$ cat src/rtl/spy_arb_pkg.sv
// Shared types and widths for the spy bus arbiter: transaction FSM states,
// spy bus address/data widths and requester count.
package spy_arb_pkg;

   localparam int unsigned ADDR_W  = 5;
   localparam int unsigned DATA_W  = 16;
   localparam int unsigned NUM_REQ = 2;

   typedef enum logic [2:0] {
      IDLE,
      RD,
      WS,
      WT,
      WH,
      DONE
   } state_t;

   typedef logic [NUM_REQ-1:0] req_vec_t;

endpackage : spy_arb_pkg

$ cat src/rtl/spy_arb_pick.sv
// Grant selection for the two spy bus requesters: a lone requester always wins,
// a tie goes to the requester that was not granted last (ptr_i).
module spy_arb_pick
   import spy_arb_pkg::*;
(
   input  logic [NUM_REQ-1:0] m_valid_i,
   input  logic               ptr_i,
   output logic [NUM_REQ-1:0] grant_o
);

   always_comb begin
      grant_o = '0;
      case (m_valid_i)
         2'b01:   grant_o = 2'b01;
         2'b10:   grant_o = 2'b10;
         2'b11:   grant_o = ptr_i ? 2'b01 : 2'b10;
         default: grant_o = '0;
      endcase
   end

endmodule : spy_arb_pick

$ cat src/rtl/spy_bus_arbiter.sv
// Two-master arbiter onto the spy register bus (read strobe held READ_WAIT cycles,
// write as setup/strobe/hold). Define SPY_ARB_RR_EN for round-robin ties, else requester 0 wins.
module spy_bus_arbiter
   import spy_arb_pkg::*;
#(
   parameter int unsigned READ_WAIT = 2
) (
   input  logic                      clk,
   input  logic                      reset_n,
   input  logic [NUM_REQ-1:0]        m_valid,
   input  logic [NUM_REQ-1:0]        m_write,
   input  logic [NUM_REQ*ADDR_W-1:0] m_addr,
   input  logic [NUM_REQ*DATA_W-1:0] m_wdata,
   output logic [NUM_REQ-1:0]        m_ack,
   output logic [DATA_W-1:0]         m_rdata,
   output logic [ADDR_W-1:0]         eadr,
   output logic                      dbread,
   output logic                      dbwrite,
   output logic [DATA_W-1:0]         spy_out,
   input  logic [DATA_W-1:0]         spy_in
);

   localparam logic [2:0] LAST_WAIT = 3'(READ_WAIT - 1);

   state_t              state_q, state_d;
   logic [2:0]          wait_q, wait_d;
   logic [NUM_REQ-1:0]  grant_q, grant_d;
   logic [ADDR_W-1:0]   eadr_q, eadr_d;
   logic [DATA_W-1:0]   spy_out_q, spy_out_d;
   logic [DATA_W-1:0]   rdata_q, rdata_d;
   logic [NUM_REQ-1:0]  ack_q, ack_d;
   logic                dbread_q, dbread_d;
   logic                dbwrite_q, dbwrite_d;

   logic [NUM_REQ-1:0]  pick_grant;
   logic                pick_ptr;
   logic                pick_idx;
   logic                take;

   assign take     = (state_q == IDLE) && (|m_valid);
   assign pick_idx = pick_grant[1];

   spy_arb_pick u_pick (
      .m_valid_i (m_valid),
      .ptr_i     (pick_ptr),
      .grant_o   (pick_grant)
   );

`ifdef SPY_ARB_RR_EN
   logic ptr_q, ptr_d;

   assign ptr_d    = take ? pick_idx : ptr_q;
   assign pick_ptr = ptr_q;

   always_ff @(posedge clk or negedge reset_n) begin
      if (!reset_n) begin
         ptr_q <= 1'b1;
      end else begin
         ptr_q <= ptr_d;
      end
   end
`else
   // A constant "last granted = 1" makes every tie resolve to requester 0.
   assign pick_ptr = 1'b1;
`endif

   // NOTE: sequential state uses non-blocking assignments so every register
   // samples the pre-edge value of the others, independent of process order.
   always_ff @(posedge clk or negedge reset_n) begin
      if (!reset_n) begin
         state_q <= IDLE;
         wait_q  <= '0;
      end else begin
         state_q <= state_d;
         wait_q  <= wait_d;
      end
   end

   // NOTE: every variable assigned here gets a default first; a path that
   // leaves one unassigned would infer a latch.
   always_comb begin
      state_d = state_q;
      wait_d  = wait_q;
      case (state_q)
         IDLE: begin
            wait_d = '0;
            if (take) begin
               state_d = m_write[pick_idx] ? WS : RD;
            end
         end
         RD: begin
            if (wait_q == LAST_WAIT) begin
               state_d = DONE;
            end else begin
               wait_d = wait_q + 3'd1;
            end
         end
         WS:      state_d = WT;
         WT:      state_d = WH;
         WH:      state_d = DONE;
         DONE:    state_d = IDLE;
         default: state_d = IDLE;
      endcase
   end

   // Outputs are computed from the next state and registered, so the bus
   // strobes and m_ack are glitch-free and line up exactly with their states.
   always_comb begin
      grant_d   = grant_q;
      eadr_d    = eadr_q;
      spy_out_d = spy_out_q;
      rdata_d   = rdata_q;
      if (take) begin
         grant_d = pick_grant;
         eadr_d  = pick_idx ? m_addr[2*ADDR_W-1:ADDR_W] : m_addr[ADDR_W-1:0];
         if (m_write[pick_idx]) begin
            spy_out_d = pick_idx ? m_wdata[2*DATA_W-1:DATA_W] : m_wdata[DATA_W-1:0];
         end
      end
      if ((state_q == RD) && (state_d == DONE)) begin
         rdata_d = spy_in;
      end
      ack_d     = (state_d == DONE) ? grant_q : '0;
      dbread_d  = (state_d == RD);
      dbwrite_d = (state_d == WT);
   end

   always_ff @(posedge clk or negedge reset_n) begin
      if (!reset_n) begin
         grant_q   <= '0;
         eadr_q    <= '0;
         spy_out_q <= '0;
         rdata_q   <= '0;
         ack_q     <= '0;
         dbread_q  <= 1'b0;
         dbwrite_q <= 1'b0;
      end else begin
         grant_q   <= grant_d;
         eadr_q    <= eadr_d;
         spy_out_q <= spy_out_d;
         rdata_q   <= rdata_d;
         ack_q     <= ack_d;
         dbread_q  <= dbread_d;
         dbwrite_q <= dbwrite_d;
      end
   end

   assign m_ack   = ack_q;
   assign m_rdata = rdata_q;
   assign eadr    = eadr_q;
   assign dbread  = dbread_q;
   assign dbwrite = dbwrite_q;
   assign spy_out = spy_out_q;

endmodule : spy_bus_arbiter

$ cat config.mk
export PLATFORM = sky130hd
export DESIGN_NAME = spy_bus_arbiter
export DESIGN_NICKNAME = d
export VERILOG_FILES = /design/src/rtl/spy_arb_pkg.sv /design/src/rtl/spy_arb_pick.sv /design/src/rtl/spy_bus_arbiter.sv
export SDC_FILE = /design/constraint.sdc
export NUM_CORES = 1
export LEC_CHECK = 0
export ABC_CLOCK_PERIOD_IN_PS = 2170
export BUFFER_PORTS_ARGS = -buffer_cell sky130_fd_sc_hd__buf_4
export CAP_MARGIN = 25
export CORE_ASPECT_RATIO = 1.1
export CORE_MARGIN = 3
export CORE_UTILIZATION = 38
export DETAILED_ROUTE_END_ITERATION = 6
export PLACE_DENSITY = 0.79
export SLEW_MARGIN = 20
export SYNTH_ARGS = -nofsm -noshare
export SYNTH_HDL_FRONTEND = slang
export SYNTH_HIERARCHICAL = 1
export SYNTH_SLANG_ARGS = --single-unit
$ cat constraint.sdc
create_clock -name clk -period 2.17 [get_ports clk]
set_input_delay 0.1085 -clock clk [delete_from_list [all_inputs] [get_ports clk]]
set_output_delay 0.1085 -clock clk [all_outputs]
set_load 0.005 [all_outputs]
==> impl_results.md, run 1 <==
- Outcome: complete, no violations
- Worst Hold Launch: spy_in[0]
- Cell variety after synth: 32
- CP bufs+invs: 1
- Area of the multi-input gates: 925 sq um
- Vias/cell: 4.60
- Unrepaired setup endpoints after global routing: no
- VDD IR-drop max: 0.497 mV
- Reg area: 0.00123 sq mm
- Detailed Route WL: 4.48 mm
- Mapped Area: 0.00220 sq mm
- CTS tree: done
- Clock sink count: 49
- R2R depth: 5
- Gate count after technology mapping: 179
- Worst-Margin Slew: 0.593 ns
- Hold Crit Class: in -> reg
- PD cells: 1250 mW/mm^2
- Final Power: 3990 uW
- Initial antenna violation count: 0
- TritonCTS Buffers: 5
- Fmax: 0.520 GHz
- CP delay by family, top: simple AND/OR/NAND/NOR gates
- Root buf cell: clkbuf_8
- Final nets: 352
- Seq/Total Area, Yosys: 0.557
- DRC: 0
- Synth Area per Inst: 12.3 sq um
- Crit-path slowest cell: dfrtp_1
- CTS clk-pin slew, worst paths: 0.08 ns
- Slew Limit Fails: 0
- Die ar.: 0.00675 sq mm
- WP depth: 5
- Most common cell after layout, fill and taps aside: buf_4
- Crit path cell chain: inv_1 > ha_1 > nor2b_1 > nand3_2 > mux2_2
- Ys flop type: dfrtp_1
- Die X: 78.6 um
- Place WS: 0.256 ns
- Yosys top cell by area: dfrtp_1
- Top area cells in the synthesized netlist: dfrtp_1 (56%), mux2i_1 (10%), mux2_2 (9.2%), a21oi_2 (5.6%), nor2_1 (3.9%)
- Worst path arrival time: 2.11 ns
- Synth warnings: 6
- Biggest cell delay along the critical path: 0.41 ns
- # fillers: 482
- Slew headroom: 0.605
- Number of synthesized flops with an enable pin: 0
- Kind of critical path: reg -> reg
- Fin worst setup slack: 0.246 ns
- Pin count of the biggest net entering global routing: 50
- Share of layout cells above drive strength 1: 0.533
- Max_cap viols: 0
- First-pass GRT wire length: 7.27 mm
- Antenna-violating nets left: 0
- CTS Buffer Depth: 2
- N_diodes: 0
- TritonRoute pass-1 iters: 4
- Setup violators final: 0
- Seq cells post-synth: 49
- Worst setup SP type: register
- Total grt overflow: 0
- Vias in the first global route: 1,652
- Fin crit period: 1.92 ns
- Detailed placer's ending HPWL: 3.45 mm
- Static leakage: 0.00152 uW
- Clk_lat worst skew: 0.30 ns
- Setup TNS: 0 ns
- Final Cycle Share: 0.887
- Share of the synthesized area in the top cell type: 0.557
- Row count: 28
- CP required: 2.36 ns
- Die height: 85.9 um
- Gp weighted congestion: 0.750
- Clock Skew: 0.00201 ns
- Synth-to-layout area growth: 44.7%
- Via count: 1,666
- Final hold vios: 0
- Post-CTS setup buffers: 0
- Setup crit end kind: register
- Drt wl/cell: 12.4 um
- Core ar.: 0.00550 sq mm
- Initial Utilization: 0.401
- Critical path fanouts, max: 16
- Synth async-reset ratio: 1.00
- Iter 0 DRT Violations: 79
- I/O pin cnt: 105
- H-tree depth: 2
- Hold Path Stages: 2
- Crit path from: wait_q[1]$_DFFE_PN0P_
- Port Buffer Count: 104
- Most frequent cells in the layout: buf_4 (107), dfrtp_1 (49), nor2_1 (23), mux2i_1 (23), mux2_2 (18)
- R2r startpoint: wait_q[1]$_DFFE_PN0P_
- GRT Overall Usage: 0.136
per-layer routing:
metal	track usage	vias up	part of all wire
met5	0	-	0
met4	0.0429	0	0.014
met3	0.0483	6	0.091
met2	0.234	67	0.50
met1	0.158	766	0.40
li1	-	827	-
synth_stat cells (2+ instances only):
master and count:
a21oi_1 8, a21oi_2 14, and2_1 2, buf_2 3
buf_6 2, clkbuf_1 3, dfrtp_1 49, ha_1 2
inv_1 3, mux2_2 18, mux2i_1 23, nand2_1 5
nor2_1 23, nor2b_1 2, o21ai_0 5
cell type report:
cell class              instances  share of cell area
clock buffers                   6              0.0259
clock inverters                 2              0.0118
inverters                       3             0.00353
multi-input cells             119               0.290
flip-flops and latches         49               0.384
well taps                      75              0.0294
repair buffers                108               0.255
cells by family after synthesis:
family / share of synthesized area
other: 0.00170
buffers and inverters: 0.0307
flip-flops: 0.557
AO/OA/AOI/OAI: 0.106
AND/OR/NAND/NOR: 0.0931
multiplexers: 0.196
adder cells (fa/ha/maj): 0.0159
stage by stage:
stage / cell area (sq um) / util / std cells / hold WS (ns)
2_1_floorplan: 2210 / - / 180 / -0.187
3_3_place_gp: 3060 / 0.556 / 353 / 0.166
3_5_place_dp: 3060 / 0.556 / 353 / 0.166
4_1_cts: 3190 / 0.580 / 362 / 0.0247
5_1_grt: 3190 / 0.580 / 362 / 0.0155
6_report: 3190 / 0.580 / 362 / 0.0363
final timing paths:
check / to / slack, ns
max: m_rdata[11]$_DFFE_PN0P_ / 0.25
min: m_rdata[0]$_DFFE_PN0P_ / 0.04
max reg2reg: m_rdata[11]$_DFFE_PN0P_ / 0.25
min reg2reg: m_ack[0]$_DFF_PN0_ / 0.50
max in group asynchronous: spy_out[5]$_DFFE_PN0P_ / 1.41
min in group asynchronous: dbwrite$_DFF_PN0_ / 0.36
flip-flops by register name, summed over array words and instances (netlist names):
register  flops
m_rdata      16
m_ack         2
wait_q        3
spy_out      16
grant_q       2
eadr          5
state_q       3
dbread        1
dbwrite       1
power breakdown:
part / total [uW] / internal, uW / switching, uW
Sequential: 1610 / 1350 / 261
Combinational: 1710 / 1010 / 699
Clock: 663 / 374 / 288
Total: 3990 / 2740 / 1250
what timing repair did:
action | CTS | global route
hold buffers | 1 | 0
resized for setup | 0 | 0
hold endpoints to repair | 49 | 0
(Power assumes the default switching activity.)
==> inputs of run 2 (changes only) <==
Settings changed: ABC_AREA set to 1, ABC_CLOCK_PERIOD_IN_PS 2170 to 1730, PLACE_DENSITY 0.79 to 0.8.
Clock period 2.17 ns to 1.73 ns, I/O delays scaled along.
==> run 2 against run 1 <==
Synthesized area up 7.7%. Clock-buffer cell count did not move. Design area rose by 3.9%. Clock skew grew 0.0034 ns.
==> impl_results.md, run 2 <==
- Crit path from: wait_q[0]$_DFFE_PN0P_
- Share of layout cells above drive strength 1: 0.429
- # fillers: 550
- Gate count after technology mapping: 253
- TritonRoute pass-1 iters: 4
- Sequential Power Share: 0.388
- Critical path fanouts, max: 17
- Comb pwr share: 0.450
- Root buf cell: clkbuf_8
- Core ar.: 0.00591 sq mm
- Initial antenna violation count: 0
- GRT Overall Usage: 0.149
- Vias/cell: 4.59
- Hold-fix buffers, CTS: 1
- Biggest cell delay along the critical path: 0.42 ns
- List of most frequent post-synthesis cells: nand2_1 (85), dfrtp_1 (49), nand3_1 (19), o21ai_2 (19)
- Detailed placer's ending HPWL: 3.99 mm
- H-tree depth: 2
- Clock sink count: 49
- Crit-path slowest cell: dfrtp_1
- Setup crit end kind: register
- Antenna-violating nets left: 0
- Worst Hold Launch: spy_in[2]
- Unrepaired setup endpoints after global routing: no
- N_diodes: 0
- Kind of critical path: reg -> reg
- Most common cell after layout, fill and taps aside: buf_4
- Setup violators final: 0
- Max_cap viols: 0
- Final Power: 5140 uW
- First-pass GRT wire length: 8.35 mm
- Seq cells post-synth: 49
- Worst setup SP type: register
- Post-CTS setup buffers: 0
- Setup TNS: 0 ns
- Cell variety after synth: 26
- Pin count of the biggest net entering global routing: 50
- Share of power burned in the clock network: 0.162
- CP delay by family, top: simple AND/OR/NAND/NOR gates
- Sw Ratio: 0.369
- Drt wl/cell: 12.0 um
- CTS tree: done
- Crit-path most repeated cell: nand2_1
- Initial Utilization: 0.401
- Most common cell in the netlist: nand2_1
- CTS Buffer Depth: 2
- CP bufs+invs: 0
- Die ar.: 0.00723 sq mm
- Worst-Margin Slew: 0.607 ns
- Die height: 88.9 um
- Switching pwr: 1900 uW
- TritonCTS Buffers: 5
- Vias in the first global route: 1,961
- CTS resizes: 0
- Yosys top cell by area: dfrtp_1
- CP required: 1.97 ns
- Slew Limit Fails: 0
- Internal power: 3240 uW
- CTS clk-pin slew, worst paths: 0.09 ns
- Static leakage: 0.00179 uW
- Fin crit period: 1.42 ns
- I/O pin cnt: 105
- Mapped Area: 0.00237 sq mm
- Port Buffer Count: 104
- Final nets: 424
- Clk_lat worst skew: 0.29 ns
- Crit path cell chain: ha_1 > nand2_1 > nand2_2 > nand2_4 > nand2_1 > nand2_1
- Worst path arrival time: 1.65 ns
- Die X: 81.3 um
- PD cells: 1550 mW/mm^2
- Clock Skew: 0.00541 ns
- Top area cells in the synthesized netlist: dfrtp_1 (52%), nand2_1 (13%), o21ai_2 (7.0%), mux2i_1 (6.8%), nand3_1 (4.0%)
- Synth Area per Inst: 9.38 sq um
- Ys flop type: dfrtp_1
- Slew headroom: 0.595
- Most frequent cells in the layout: buf_4 (106), nand2_1 (85), dfrtp_1 (49)
- Final hold vios: 0
- Via count: 2,002
- Outcome: complete, no violations
- Fmax: 0.705 GHz
- Detailed Route WL: 5.23 mm
- Iter 0 DRT Violations: 56
- Seq/Total Area, Yosys: 0.517
- Place WS: 0.255 ns
- Synth warnings: 6
- VDD IR-drop max: 0.636 mV
- Gp weighted congestion: 0.781
- Synth async-reset ratio: 1.00
- Synth-to-layout area growth: 39.7%
- Hold Crit Class: in -> reg
- Total grt overflow: 0
- Row count: 29
- R2r startpoint: wait_q[0]$_DFFE_PN0P_
- Share of the synthesized area in the top cell type: 0.517
- DRC: 0
- Number of synthesized flops with an enable pin: 0
- Fin worst setup slack: 0.312 ns
- Final Cycle Share: 0.819
==> run 2: cell count changes after synthesis, sizes merged, moves of 7 or more <==
cell	delta
nand2	+89
o21ai	+21
a21oi	-19
inv	+18
mux2	-18
nand3	+18
nor2	-15
mux2i	-7
==> run 2: area by class of cell <==
cell class / instances / area [sq um] / share of cell area
Clock buffer: 6 / 82.6 / 0.0249
Clock inverter: 2 / 37.5 / 0.0113
Inverter: 21 / 81.3 / 0.0245
Multi-Input combinational cell: 174 / 983 / 0.297
Sequential cell: 49 / 1230 / 0.370
Tap cell: 77 / 96.3 / 0.0291
Timing Repair Buffer: 107 / 806 / 0.243
==> run 2: layer usage <==
metal	vias up	global-route usage	routed length [um]
met1	908	0.160	2100
met2	74	0.278	2680
met5	-	0	0
li1	1013	-	-
met3	7	0.0468	385
met4	0	0.0445	61
==> run 2: worst register-to-register path, stage by stage, from the launching register on <==
cell and delay, ns:
dfrtp_1 0.42, ha_1 0.21, nand2_1 0.11, nand2_2 0.22
nand2_4 0.25, nand2_1 0.07, nand2_1 0.07
==> run 2: stage by stage <==
stage / hold WS (ns) / instances / area, sq um / utilization
after CTS: 0.00485 / 436 / 3310 / 0.560
after floorplan: -0.209 / 254 / 2380 / -
after global placement: 0.139 / 427 / 3180 / 0.538
final: 0.0144 / 436 / 3310 / 0.560
after detailed placement: 0.145 / 427 / 3180 / 0.538
after global routing: 0.00201 / 436 / 3310 / 0.560
==> run 2: power groups by stage <==
stage          clock network [uW]  registers [uW]  logic (uW)
2_1_floorplan                   0            2000        1360
3_3_place_gp                    0            1980        2280
3_5_place_dp                    0            2000        2360
4_1_cts                       867            1990        2370
5_1_grt                       914            2050        2640
6_report                      831            1990        2310
==> run 2: cell families (layout without fill, tap and decap cells) <==
kind of cell / Yosys count / in the layout / share of synthesized area
AOI/OAI and AO/OA: 30 / 30 / 0.100
DFF: 49 / 49 / 0.517
adders and majority gates: 2 / 2 / 0.0105
muxes: 16 / 16 / 0.0675
buffers and inverters: 31 / 136 / 0.0717
other: 1 / 2 / 0.00158
and+or+nand+nor: 124 / 124 / 0.232
==> run 2: path summary, 6_finish.rpt <==
path / endpoint / slack (ns) / depth (start not counted)
setup / recovery: m_rdata[4]$_DFFE_PN0P_ / 0.31 / 6
hold / removal: m_rdata[2]$_DFFE_PN0P_ / 0.01 / 3
setup reg to reg: m_rdata[4]$_DFFE_PN0P_ / 0.31 / 6
hold reg to reg: m_rdata[11]$_DFFE_PN0P_ / 0.48 / 2
max in group asynchronous: spy_out[13]$_DFFE_PN0P_ / 0.98 / 2
min in group asynchronous: m_rdata[12]$_DFFE_PN0P_ / 0.34 / 2
==> inputs of run 3 (changes only) <==
Settings changed: ABC_CLOCK_PERIOD_IN_PS 1730 to 1250.
Clock period 1.73 ns to 1.25 ns, I/O delays scaled along.
==> run 3 against run 2 <==
The run now ends with negative setup slack left. Sequential share of layout area decreased by 4.3 points. Worst setup slack worse by 0.33 ns. Clock-buffer cell count fell by 1. Via count increased by 5.7%. Non-clock buffer count up 29. Critical endpoint is now grant_q[0]$_DFFE_PN0N_. Combinational power increased by 77%. Design area up 13%. Global-route usage increased by 1.4 points. Maximum frequency is 11% higher. Highest routed layer unchanged.
==> impl_results.md, run 3 (synthesis results as in run 2) <==
- Hold Crit Class: in -> reg
- Die ar.: 0.00723 sq mm
- WP depth: 6
- Flop-to-flop setup slack: -0.02 ns
- TritonCTS Buffers: 5
- Final Power: 8000 uW
- Biggest cell delay along the critical path: 0.48 ns
- CTS tree: done
- DRC: 0
- CP required: 1.48 ns
- Synth-to-layout area growth: 58.0%
- VDD IR-drop max: 0.840 mV
- Iter 0 DRT Violations: 85
- CP delay by family, top: flip-flops
- Slew Limit Fails: 0
- R2R depth: 6
- Post-route cell area: 0.00375 sq mm
- Clock sink count: 49
- Final nets: 453
- H-tree depth: 2
- Vias in the first global route: 2,108
- Placed cells: 437
- Most common cell after layout, fill and taps aside: buf_4
- Worst Setup EP: grant_q[0]$_DFFE_PN0N_
- Pin count of the biggest net entering global routing: 50
- Critical path fanouts, max: 7
- Kind of critical path: reg -> reg
- Via count: 2,116
- Worst path arrival time: 1.51 ns
- DP Area: 0.00330 sq mm
- CTS clk-pin slew, worst paths: 0.09 ns
- Setup TNS: -0.0711 ns
- TritonRoute pass-1 iters: 4
- Crit path cell chain: nor2_4 > nand2_4 > a21oi_4 > clkbuf_16 > nand2_2 > o21ai_2
- Outcome: complete, but fails checks
- Clock Skew: 0.00762 ns
- Row count: 29
- Static leakage: 0.00198 uW
- Antenna-violating nets left: 0
- Post-Layout Cell Count: 465
- Fmax: 0.786 GHz
- CP bufs+invs: 1
- Detailed placer's ending HPWL: 4.04 mm
- Slew headroom: 0.593
- Die X: 81.3 um
- Detailed Route WL: 5.76 mm
- Setup crit end kind: register
- Die height: 88.9 um
- R2R Path End: grant_q[0]$_DFFE_PN0N_
- Port Buffer Count: 104
- Share of layout cells above drive strength 1: 0.495
- PD cells: 2130 mW/mm^2
- Clk_lat worst skew: 0.30 ns
- N_diodes: 0
- Unrepaired setup endpoints after global routing: yes
- Most frequent cells in the layout: buf_4 (116), nand2_1 (69), dfrtp_1 (48)
- GRT Overall Usage: 0.163
- Final hold vios: 0
- I/O pin cnt: 105
- Initial Utilization: 0.401
- Drt wl/cell: 12.4 um
- Vias/cell: 4.55
- R2r startpoint: state_q[2]$_DFF_PN0_
- Setup violators final: 6
- First-pass GRT wire length: 9.25 mm
- Worst-Margin Slew: 0.610 ns
- Final Cycle Share: 1.02
- Max_cap viols: 0
- Crit path from: state_q[2]$_DFF_PN0_
- Initial antenna violation count: 0
- Min Hold Slack: 0.0200 ns
- Fin crit period: 1.27 ns
- Crit-path slowest cell: dfrtp_2
- Fin worst setup slack: -0.0216 ns
- Root buf cell: clkbuf_8
- Core ar.: 0.00591 sq mm
- Total grt overflow: 0
- Gp weighted congestion: 0.736
- Failing checks: negative setup slack
- CTS Buffer Depth: 2
- Worst setup SP type: register
[run 3: cell types whose count changed in the layout (fill, tap and decap cells not counted), sizes merged]
cell	previous run	this run
dlygate4sd3	1	15
inv	21	20
buf	106	120
clkinv	0	2
[run 3: timing repair]
item                                   in CTS  in global routing
gates cloned                                0                  1
setup endpoints to repair                  32                 45
resized for setup                          11                 32
pin swaps                                   1                  4
hold buffers                               15                  0
endpoints found under the hold margin      63                  0
buffers inserted                            4                  0
[run 3: metrics by stage]
| stage | worst slack (ns) | util |
|---|---|---|
| finish | -0.0216 | 0.634 |
| global route | -0.0806 | 0.634 |
| CTS | 0.00283 | 0.612 |
| detailed placement | -0.0233 | 0.557 |
| global placement | 0.0188 | 0.557 |
| floorplan | 0.0429 | - |
[run 3: layout make-up]
cell class / instances / area, sq um
clock buffer: 5 / 68.8
clock inverter: 3 / 46.3
fill: 528 / 2170
inverter: 21 / 83.8
multi-input combinational: 174 / 1110
sequential: 49 / 1230
tap: 77 / 96.3
timing repair buffer: 136 / 1120
[run 3: worst min path at each step]
stage,end,from,cells past startpoint,slack [ns]
final,m_rdata[10]$_DFFE_PN0P_,spy_in[10],3,0.02
after global routing,m_rdata[10]$_DFFE_PN0P_,spy_in[10],3,0.02
after CTS,m_rdata[10]$_DFFE_PN0P_,spy_in[10],3,0.009
after detailed placement,wait_q[2]$_DFFE_PN0P_,reset_n,1,0.12
after global placement,wait_q[2]$_DFFE_PN0P_,reset_n,1,0.11
after floorplan,dbread$_DFF_PN0_,reset_n,0,-0.23
[run 3: routing by layer]
| metal | up-vias | routed length [um] | part of all wire | global-route usage |
|---|---|---|---|---|
| li1 | 1069 | - | - | - |
| met1 | 969 | 2230 | 0.39 | 0.186 |
| met2 | 73 | 3030 | 0.53 | 0.290 |
| met3 | 5 | 465 | 0.081 | 0.0499 |
| met4 | 0 | 41 | 0.0071 | 0.0507 |
| met5 | - | 0 | 0 | 0 |
[run 3: worst min-delay path, stage by stage]
cell	delay, ns
buf_4	0.08
nand3_1	0.07
nand2_1	0.07
[run 3: report_power, final]
part | internal [uW] | total, uW | switching (uW) | leakage, uW
logic | 2110 | 4090 | 1980 | 0.00131
clock network | 599 | 1140 | 538 | 0.0000543
registers | 2310 | 2770 | 460 | 0.000615
